===== src/rtl/pitch_tone_synth_if.sv =====
// Valid/ready data stream used for both the pitch input and the audio output.
interface pitch_tone_synth_if #(
   parameter int unsigned DW = 16
) ();
   logic [DW-1:0] data;
   logic          valid;
   logic          ready;

   modport master (output data, output valid, input ready);
   modport slave  (input data, input valid, output ready);
endinterface


===== src/rtl/pitch_tone_synth.sv =====
// Triangle-wave tone generator: plays FFT bin k at k*fs/NSamples, fs = clk/CLK_DIV.
// New pitches take effect only at phase wrap (or at once from silence), so tone changes are glitch-free.
module pitch_tone_synth #(
   parameter int unsigned NSamples = 1024,
   parameter int unsigned W        = 16,
   parameter int unsigned CLK_DIV  = 6
) (
   input  logic                clk,
   input  logic                reset,
   pitch_tone_synth_if.slave   pitch_input,
   pitch_tone_synth_if.master  audio_output
);
   localparam int unsigned P        = $clog2(NSamples);
   localparam int unsigned CW       = $clog2(CLK_DIV);
   localparam int unsigned SH       = W - P + 1;
   localparam logic [CW-1:0] CNT_LAST = CW'(CLK_DIV - 1);

   logic [P-1:0]  inc_q, inc_d;
   logic [P-1:0]  phase_q, phase_d;
   logic [P-1:0]  pend_k_q, pend_k_d;
   logic          pend_v_q, pend_v_d;
   logic [CW-1:0] cnt_q, cnt_d;
   logic [W-1:0]  data_q, data_d;
   logic          valid_q, valid_d;

   logic [P:0]    sum;
   logic [P-1:0]  u;
   logic [W-1:0]  tri_val;
   logic          sample_ev;
   logic          pitch_rdy;

   assign pitch_rdy          = !pend_v_q && !reset;
   assign pitch_input.ready  = pitch_rdy;
   assign audio_output.data  = data_q;
   assign audio_output.valid = valid_q;

   // Phase step with carry out marking a wrap; folded phase gives the rising/falling ramp.
   assign sum       = {1'b0, phase_q} + {1'b0, inc_q};
   assign u         = phase_q[P-1] ? (P'(NSamples - 1) - phase_q) : phase_q;
   assign tri_val   = (W'(u) << SH) - {1'b1, {(W-1){1'b0}}};
   assign sample_ev = (cnt_q == CNT_LAST) && (!valid_q || audio_output.ready);

   always_comb begin
      inc_d    = inc_q;
      phase_d  = phase_q;
      pend_k_d = pend_k_q;
      pend_v_d = pend_v_q;
      cnt_d    = cnt_q;
      data_d   = data_q;
      valid_d  = valid_q;

      // Slot counter parks at its last value while the output is stalled.
      if (cnt_q != CNT_LAST) begin
         cnt_d = cnt_q + CW'(1);
      end else if (sample_ev) begin
         cnt_d = '0;
      end

      if (sample_ev) begin
         data_d  = (inc_q == '0) ? '0 : tri_val;
         valid_d = 1'b1;
         phase_d = sum[P-1:0];
         if (pend_v_q && sum[P]) begin
            inc_d    = pend_k_q;
            pend_v_d = 1'b0;
         end
      end else if (valid_q && audio_output.ready) begin
         valid_d = 1'b0;
      end

      // From silence there is no wrap to wait for: start the new tone at phase 0.
      if (pend_v_q && (inc_q == '0)) begin
         inc_d    = pend_k_q;
         phase_d  = '0;
         pend_v_d = 1'b0;
      end

      if (pitch_input.valid && pitch_rdy) begin
         pend_k_d = pitch_input.data;
         pend_v_d = 1'b1;
      end
   end

   always_ff @(posedge clk) begin
      if (reset) begin
         inc_q    <= '0;
         phase_q  <= '0;
         pend_k_q <= '0;
         pend_v_q <= 1'b0;
         cnt_q    <= '0;
         data_q   <= '0;
         valid_q  <= 1'b0;
      end else begin
         inc_q    <= inc_d;
         phase_q  <= phase_d;
         pend_k_q <= pend_k_d;
         pend_v_q <= pend_v_d;
         cnt_q    <= cnt_d;
         data_q   <= data_d;
         valid_q  <= valid_d;
      end
   end
endmodule


===== src/flat_wrapper.sv =====
// flat-port wrapper written by rule: the top's interface ports become plain ports
module pitch_tone_synth_flat 
#(
   parameter int unsigned NSamples = 1024,
   parameter int unsigned W        = 16,
   parameter int unsigned CLK_DIV  = 6
)
  (clk, reset, pitch_input_data, pitch_input_valid, pitch_input_ready, audio_output_data, audio_output_valid, audio_output_ready);
  pitch_tone_synth_if #(.DW((10))) pitch_input_i ();
  pitch_tone_synth_if #(.DW(W)) audio_output_i ();
  input  logic clk;
  input  logic reset;
  input wire logic [$bits(pitch_input_i.data)-1:0] pitch_input_data;
  input wire logic [$bits(pitch_input_i.valid)-1:0] pitch_input_valid;
  output wire logic [$bits(pitch_input_i.ready)-1:0] pitch_input_ready;
  output wire logic [$bits(audio_output_i.data)-1:0] audio_output_data;
  output wire logic [$bits(audio_output_i.valid)-1:0] audio_output_valid;
  input wire logic [$bits(audio_output_i.ready)-1:0] audio_output_ready;
  assign pitch_input_i.data = pitch_input_data;
  assign pitch_input_i.valid = pitch_input_valid;
  assign pitch_input_ready = pitch_input_i.ready;
  assign audio_output_data = audio_output_i.data;
  assign audio_output_valid = audio_output_i.valid;
  assign audio_output_i.ready = audio_output_ready;
  pitch_tone_synth #(.NSamples(NSamples), .W(W), .CLK_DIV(CLK_DIV)) u_core (.clk(clk), .reset(reset), .pitch_input(pitch_input_i), .audio_output(audio_output_i));
endmodule

===== config.mk =====
export PLATFORM = sky130hd
export DESIGN_NAME = pitch_tone_synth_flat
export DESIGN_NICKNAME = d
export VERILOG_FILES = /design/src/rtl/pitch_tone_synth_if.sv /design/src/rtl/pitch_tone_synth.sv /design/src/flat_wrapper.sv
export SDC_FILE = /design/constraint.sdc
export NUM_CORES = 1
export LEC_CHECK = 0
export ABC_AREA = 1
export BUFFER_PORTS_ARGS = -buffer_cell sky130_fd_sc_hd__buf_4
export CORE_UTILIZATION = 49
export DETAILED_ROUTE_END_ITERATION = 10
export PLACE_DENSITY = 0.67
export RECOVER_POWER = 100
export SETUP_SLACK_MARGIN = 0.3
export SLEW_MARGIN = 20
export SYNTH_ARGS = -nofsm -noshare
export SYNTH_HDL_FRONTEND = slang
export SYNTH_SLANG_ARGS = --single-unit

===== constraint.sdc =====
create_clock -name clk -period 2.45 [get_ports clk]
set_clock_uncertainty 0.15 [all_clocks]
set_input_delay 0.3675 -clock clk [delete_from_list [all_inputs] [get_ports clk]]
set_output_delay 0.3675 -clock clk [all_outputs]
set_load 0.005 [all_outputs]

**After elaboration in Yosys (flattened, before gate mapping)**

Cells that the tools add are included.

- Add/subtract/negate cells: 4
- Equal/unequal tests: 2
- Mux-type cells: 13
- Reductions and logical operators: 20

Operators with widths:

| operator | count |
|---|---|
| 10-bit two-way mux | 3 |
| 16-bit two-way mux | 1 |
| 16-bit subtractor, second input constant | 1 |
| 10-bit by 10-bit adder with 11-bit output | 1 |
| 10-bit zero test | 1 |
| 9-bit two-way mux | 1 |
| 9-bit subtractor, first input constant | 1 |
| 2-bit nonzero test | 4 |
| 1-bit logical AND | 6 |
| 1-bit two-way mux | 6 |
| 3-bit two-way mux | 2 |
| 3-bit nonzero test | 2 |
| 2-bit AND reduction | 2 |
| 3-bit by 1-bit adder with 3-bit output, second input constant | 1 |
| 3-bit == test, second input constant | 1 |
| 1-bit zero test | 3 |
| 3-bit != test, second input constant | 1 |
| 2-bit OR reduction | 1 |
| 1-bit logical OR | 1 |

- Register bits after elaboration: 51
- Input port bits: 14

**Logic depth before layout (Yosys ltp)**

Gate-level depths: netlist (run 1).

- Word-level depth: 6
- Depth in mapped cells: 13

**Worst setup path before layout (run 1)**

No wires, ideal clock.

- Path type: register -> register
- Start point: reg u_core.phase_q[0]
- End point: reg u_core.phase_q[8]
- Data arrival time: 1.514 ns
- Data required time: 2.185 ns
- Path slack: 0.671 ns
- Cell stages (with the launch flop): 11
- Path buffers: 0
- Clock period less this slack: 1.779 ns
- Path through: dfxtp_1 -> ha_1 -> fa_1 -> nand3_1 -> nand3_1 -> nand2_1 -> nand2_1 -> nand2_1 -> nand2_1 -> o21ai_0 -> inv_1

- Cells in the longest elaborated chain, start to end: 1

RTL lines:

| element | RTL line | text |
|---|---|---|
| start, declared | pitch_tone_synth.sv:19 | `logic [P-1:0] phase_q, phase_d;` |
| start signal, assigned | pitch_tone_synth.sv:95 | `phase_q <= phase_d;` |
| 10-bit by 10-bit adder with 11-bit output | pitch_tone_synth.sv:38 | `assign sum = {1'b0, phase_q} + {1'b0, inc_q};` |

Every way passes these cells.
A chain may end at the register's enable or synchronous reset.

**Final worst setup path (run 1)**

- Start point: reg u_core.phase_q[9]
- End point: reg u_core.inc_q[1]

- Cells in the longest elaborated chain, start to end: 4

RTL lines:

| element | RTL line | text |
|---|---|---|
| 10-bit by 10-bit adder with 11-bit output | pitch_tone_synth.sv:38 |  |
| 1-bit logical AND | pitch_tone_synth.sv:63 | `if (pend_v_q && sum[P]) begin` |
| 2-bit nonzero test (no line) | n/a |  |
| 2-bit AND reduction (no line) | n/a |  |
| end signal, assigned | pitch_tone_synth.sv:94 | `inc_q <= inc_d;` |
| end, declared | pitch_tone_synth.sv:18 | `logic [P-1:0] inc_q, inc_d;` |

Every way passes these cells.

==> reports/qor.csv, run 1 <==
metric,value,unit
status,"complete, no violations",
Fillers,480,
crit path DAT,2.13,ns
number of distinct library cells after synthesis,30,
FF-to-FF path depth,10,
I/O Pins,32,
Total Negative Setup Slacks,0,ns
sequential area share after synthesis,0.366,
peak supply drop,0.483,mV
vias per cell,4.53,
critical-path maximum fanout,16,
vias after detailed routing,2015,
Layout Area Growth over Synthesis,10.3,%
setup bufs post-CTS,0,
"flops & latches, synth",44,
worst hold stages,3,
Critical Path Start Type,register,
R2R Setup Slk,0.37,ns
PortBufs,24,
Leakage,1.41,nW
fmax,481,MHz
final wirelength,4.39,mm
Remaining DRCs,0,
hold path start,pitch_input_data[7],
Worst Hold Endpoint,u_core.pend_k_q[7],
Final Instance Area,2660,um^2
unrepaired setup endpoints after global routing,false,
pwr dens,856,nW/um^2
fin cells,445,
Die Height,72.1,um
Tot Pwr,2.28,mW
post-synthesis cell area,2410,um^2
Hold Crit Class,in -> reg,
Max-cap violations,0,
grt total ovfl,0,
CTS root buffer,clkbuf_8,
Slew headroom,0.457,
CTS H-tree depth,2,
clk sinks,44,
fin util,0.563,
Final Setup Violations,0,
Worst-path clk slew,0.08,ns
placed inst area,2590,um^2
"worst slack, placed",0.361,ns
Die X,72.1,um
layout cells sized above 1,0.124,
WL/cell,9.87,um
post-synthesis cell count,356,
Ys Warns,0,
period utilization,0.849,
DP HPWL,3.33,mm
Crit Path Category,reg -> reg,
CTS tree,done,
Max Buffers Root-to-Sink,2,
endpoints failing hold,0,
"Net count, final",402,
Core Area,4720,um^2
vias in the first global route,1827,
Routed Antenna Nets,0,
drt initial violations,98,
pin count of the biggest net entering global routing,31,
worst r2r dst,u_core.inc_q[1],
CTS buffer count,5,
Initial Utilization,0.510,
Least-Margin Pin Slew,0.815,ns
first-pass GRT wire length,7.77,mm
Min Hold Slack,0.112,ns
Initial DRT Pass Iterations,4,
Syn Area/Cell,6.77,um^2
row count,25,
worst setup margin,0.371,ns
GRT Total Usage,0.188,
RD Place Congestion,0.868,
clk_lat worst skew,0.30,ns
antenna diode count,0,
full die area,5200,um^2
CP required,2.50,ns
placed cells,437,
antenna violations before repair,0,
max-slew violation count,0,
worst r2r src,u_core.phase_q[9],
crit path capture type,register,
Worst Setup SP,u_core.phase_q[9],
minimum clock period,2.08,ns
## final cells by class
| class | instances | area, um^2 | area share |
|---|---|---|---|
| multi-input combinational | 249 | 1220 | 0.459 |
| timing repair buffer | 27 | 191 | 0.0720 |
| clock inverter | 2 | 10.0 | 0.00377 |
| tap | 67 | 83.8 | 0.0315 |
| clock buffer | 6 | 82.6 | 0.0311 |
| sequential | 44 | 882 | 0.332 |
| inverter | 50 | 188 | 0.0706 |
## critical path, stage by stage, from the launching register on
cell and delay (ns):
dfxtp_2 0.41, ha_1 0.37, nand2_1 0.08, nor2_1 0.16, nand3_1 0.11, nand3_2 0.08
nand2_1 0.24, nand2_4 0.22, nand2_1 0.07, nand2_1 0.06, inv_1 0.04
## sequential cells by signal, summed over array words and instances, names as in the netlist
name                       count
u_core.cnt_q                   3
u_core.phase_q                10
u_core.audio_output.data       9
u_core.inc_q                  10
u_core.audio_output.valid      1
u_core.pend_k_q               10
u_core.pend_v_q                1
## repair_timing
item                       CTS  global route
setup endpoints to repair    0            11
resized for setup            0             1
hold buffers                 0             0
## where the power goes
part           internal, mW  total (mW)  switching (mW)
logic                 0.328       0.893           0.565
registers             0.836       0.914          0.0783
clock network         0.225       0.469           0.244
total                  1.39        2.28           0.887
## metal layers
layer  track usage  part of all wire
met1         0.243              0.50
met2         0.319              0.44
met3        0.0417             0.052
met4        0.0458            0.0077
met5             0                 0
## synthesized netlist by cell type (all sizes together)
master | count | share of area
ha | 10 | 0.052
o21ai | 25 | 0.052
a21o | 2 | 0.0062
xor2 | 1 | 0.0036
clkbuf | 4 | 0.0062
xnor2 | 2 | 0.0073
fa | 1 | 0.0083
a21oi | 25 | 0.053
nand3 | 33 | 0.073
nand4 | 1 | 0.0026
nor2 | 23 | 0.042
nand2 | 111 | 0.18
buf | 15 | 0.047
or2 | 7 | 0.019
conb | 1 | 0.0016
inv | 50 | 0.078
nor3 | 1 | 0.0021
dfxtp | 44 | 0.37
## worst max-delay path by stage
stage / cells past startpoint / end / slack [ns]
after floorplan: 10 / u_core.phase_q[8] / 0.67
after global placement: 10 / u_core.inc_q[7] / 0.38
after detailed placement: 10 / u_core.inc_q[3] / 0.36
after CTS: 10 / u_core.inc_q[3] / 0.34
after global routing: 10 / u_core.inc_q[3] / 0.16
final: 10 / u_core.inc_q[1] / 0.37
## cell families (layout without fill, tap and decap cells)
group                    after synthesis  after routing  share of synthesized area
AND/OR/NAND/NOR                      176            176                      0.319
flip-flops                            44             44                      0.366
XOR/XNOR                               3              3                     0.0109
adder cells (fa/ha/maj)               11             11                     0.0602
other                                  1              7                    0.00156
buffers and inverters                 69             85                      0.131
AO/OA/AOI/OAI                         52             52                      0.112
## cell usage in the layout, fill, tap and decap left out, types with 3 or more instances in the layout
master    count
o21ai_0      24
clkbuf_4     11
nand2_1     108
clkbuf_1      3
buf_4        13
ha_1         10
nor2_1       22
clkbuf_8      6
or2_2         6
a21oi_1      24
nand3_1      31
inv_1        49
dfxtp_1      43
conb_1        7
(Power assumes the default switching activity.)
==> inputs of run 2 (changes only) <==
--- a/config.mk
+++ b/config.mk
@@ -5,11 +5,11 @@
 export SDC_FILE = /design/constraint.sdc
 export NUM_CORES = 1
 export LEC_CHECK = 0
-export ABC_AREA = 1
+export ABC_AREA = 0
 export BUFFER_PORTS_ARGS = -buffer_cell sky130_fd_sc_hd__buf_4
 export CORE_UTILIZATION = 49
 export DETAILED_ROUTE_END_ITERATION = 10
-export PLACE_DENSITY = 0.67
+export PLACE_DENSITY = 0.71
 export RECOVER_POWER = 100
 export SETUP_SLACK_MARGIN = 0.3
 export SLEW_MARGIN = 20
==> constraint.sdc (replaced) <==
create_clock -name clk -period 1.69 [get_ports clk]
set_clock_uncertainty 0.15 [all_clocks]
set_input_delay 0.2535 -clock clk [delete_from_list [all_inputs] [get_ports clk]]
set_output_delay 0.2535 -clock clk [all_outputs]
set_load 0.005 [all_outputs]
==> run 2 against run 1 <==
Cell area is 24% higher. Critical path depth shrank 2. Sequential share of layout area is 6.0 points lower. Cell count is 13% lower. Maximum frequency increased by 2.3%. Non-clock buffer count grew 59. Worst hold slack worse by 0.11 ns. Highest routed layer unchanged. Flip-flop and latch count stayed put. The flow now finishes with violations (negative setup slack). Setup slack worse by 0.71 ns. Clock power increased by 72%. Global-route usage rose by 3.9 points. Die area shrank 5.7%.
==> reports/qor.csv, run 2 <==
metric,value,unit,change
number of distinct library cells after synthesis,47,,+57%
Max-cap violations,0,,unchanged
Critical Path Start Type,register,,
Net Sw Frac,0.271,,-0.118
pwr dens,737,nW/um^2,-14%
endpoints failing hold,0,,unchanged
sequential area share after synthesis,0.388,,+0.0226
CTS root buffer,clkbuf_8,,
post-synthesis cell count,253,,-29%
Initial DRT Pass Iterations,4,,unchanged
Logic pwr share,0.210,,-0.182
Die X,70.1,um,-2.9%
metal2 WL,2.61,mm,+35%
vias in the first global route,1956,,+7.1%
full die area,4910,um^2,-5.7%
antenna diode count,0,,unchanged
grt total ovfl,0,,unchanged
Remaining DRCs,0,,unchanged
fin cells,388,,-13%
"most common cell after layout, fill and taps aside",buf_4,,
row count,24,,-4.0%
vias after detailed routing,2092,,+3.8%
max-slew violation count,0,,unchanged
status,"finished, violations left",,
sequential share of power,0.459,,+0.057
Synth top area share,0.388,,+0.0226
Ys Warns,0,,unchanged
Synth top cells by count,"dfxtp_1 (44), nand2_1 (21), nand2b_1 (21)",,
failing checks,negative setup slack,,
Tot Pwr,2.44,mW,+7.0%
Die Height,70.1,um,-2.9%
Total Negative Setup Slacks,-4.47,ns,-4.47 ns
crit path capture type,register,,
Hold Crit Class,in -> reg,,
most frequent cell after synthesis,dfxtp_1,,
Max stage delay on crit path,0.38,ns,-0.03 ns
ys async rst share,0,,unchanged
Routed Antenna Nets,0,,unchanged
Syn Area/Cell,8.97,um^2,+33%
I/O Pins,32,,unchanged
DP HPWL,3.52,mm,+5.6%
critical-path maximum fanout,2,,-14
clk_lat worst skew,0.30,ns,about the same
Synth area leaders,"dfxtp_1 (39%), nand2b_1 (5.8%), ha_1 (5.5%)",,
clock network power share,0.331,,+0.125
P_sw,0.661,mW,-25%
crit path DAT,2.08,ns,-0.05 ns
Final Setup Violations,22,,+22
CTS buffer count,5,,unchanged
final wirelength,5.31,mm,+21%
unrepaired setup endpoints after global routing,true,,
Synth area leader,dfxtp_1,,
WL/cell,13.7,um,+39%
CTS tree,done,,
Leakage,1.40,nW,-0.92%
Post-Route M1 WL,2.40,mm,+9.4%
met3 wire len,233,um,+1.7%
layout cells sized above 1,0.384,,+0.260
first-pass GRT wire length,8.83,mm,+14%
P_int,1.77,mW,+28%
Most used DFF post-synth,dfxtp_1,,
drt initial violations,149,,+52%
Initial Utilization,0.514,,+0.00397
RD Place Congestion,0.894,,+3.0%
GRT Total Usage,0.227,,+0.0393
"flops & latches, synth",44,,unchanged
Layout Area Growth over Synthesis,45.6,%,
top flop regs,"u_core.inc_q (10), u_core.pend_k_q (10), u_core.phase_q (10)",,
peak supply drop,0.607,mV,+26%
Core Area,4410,um^2,-6.5%
vias per cell,5.39,,+19%
PortBufs,24,,unchanged
"EDFF count, synth",0,,unchanged
Max Used Layer,met4,,
"commonest cells after routing, fill and taps aside","buf_4 (53), dfxtp_1 (33), nand2b_1 (21), nand2_1 (21), nor2_1 (17)",,
Worst-path clk slew,0.08,ns,about the same
CTS H-tree depth,2,,unchanged
CP required,1.73,ns,-0.77 ns
ordered list of cells on the worst path,ha_4 -> fa_2 -> buf_4 -> buf_6 -> a21o_1 -> a211o_1 -> o211ai_1 -> a21oi_1,,
pin count of the biggest net entering global routing,34,,+9.7%
Max Buffers Root-to-Sink,2,,unchanged
fmax,492,MHz,+2.3%
post-synthesis cell area,2270,um^2,-5.8%
minimum clock period,2.03,ns,-0.0458 ns
"worst slack, placed",-0.425,ns,-0.786 ns
"Net count, final",360,,-10%
period utilization,1.20,,+0.355
CP max-delay cell,fa_2,,
worst setup margin,-0.343,ns,-0.714 ns
antenna violations before repair,0,,unchanged
clk sinks,44,,unchanged
Crit Path Category,reg -> reg,,
placed cells,363,,-17%
run 2: cell count changes in the layout (fill, tap and decap cells not counted), sizes merged, moves of 9 or more:
cell / previous run / this run
a22oi: 0 / 9
buf: 13 / 60
dlygate4sd3: 0 / 9
inv: 50 / 1
mux2i: 0 / 11
nand2: 111 / 21
nand2b: 0 / 21
nand3: 33 / 9
run 2: routing by layer:
layer / vias up / global-route usage
li1: 1055 / -
met1: 972 / 0.277
met2: 58 / 0.396
met3: 7 / 0.0433
met4: 0 / 0.0822
met5: - / 0
run 2: power groups by stage:
stage                     clock (mW)  combinational (mW)  sequential [mW]
after floorplan                    0               0.278             1.14
after CTS                      0.817               0.494             1.12
final                          0.807               0.511             1.12
after detailed placement           0               0.405             1.14
after global routing           0.869               0.549             1.12
after global placement             0               0.394             1.14
run 2: worst max-delay path: cells and delay by family, from the launching register on:
| family | cells | cell delay [ns] |
|---|---|---|
| compound gates | 4 | 0.65 |
| fa+ha+maj | 2 | 0.54 |
| flops | 1 | 0.34 |
| buf+inv | 2 | 0.25 |
run 2: layout make-up:
type | instances | area [um^2]
flip-flops and latches | 44 | 900
fillers | 325 | 1110
clock buffers | 5 | 68.8
well taps | 52 | 65.1
inverters | 1 | 3.75
repair buffers | 86 | 692
multi-input cells | 197 | 1530
clock inverters | 3 | 42.5
run 2: per-stage QoR:
| step | cell area [um^2] | hold WS [ns] | util |
|---|---|---|---|
| final | 3300 | 0.00344 | 0.749 |
| after global routing | 3300 | 0.0269 | 0.749 |
| after CTS | 3250 | 0.00360 | 0.736 |
| after detailed placement | 2840 | 0.304 | 0.644 |
| after global placement | 2840 | 0.295 | 0.644 |
| after floorplan | 2350 | 0.212 | - |
run 2: cells by family after synthesis:
kind of cell,count (synthesis),share of synthesized area
muxes,11,0.0485
buffers and inverters,20,0.0496
and+or+nand+nor,91,0.224
xor gates and xnor gates,11,0.0425
other,1,0.00165
adders and majority gates,11,0.0639
AOI/OAI and AO/OA,64,0.182
DFF,44,0.388
run 2: final timing paths:
path	slack [ns]	to	from	depth (start not counted)
worst max-delay path	-0.34	u_core.phase_q[4]	u_core.inc_q[0]	8
worst min-delay path	0.003	u_core.pend_k_q[7]	pitch_input_data[7]	3
worst max register to register	-0.34	u_core.phase_q[4]	u_core.inc_q[0]	8
worst min register to register	0.33	u_core.inc_q[2]	u_core.pend_k_q[2]	2
run 2: repair_timing:
item,CTS,global route
resized for setup,29,13
setup buffers,5,1
endpoints found under the hold margin,9,0
endpoints found under the setup margin,31,31
cloned,1,1
pin swaps,25,6
hold buffers,9,0
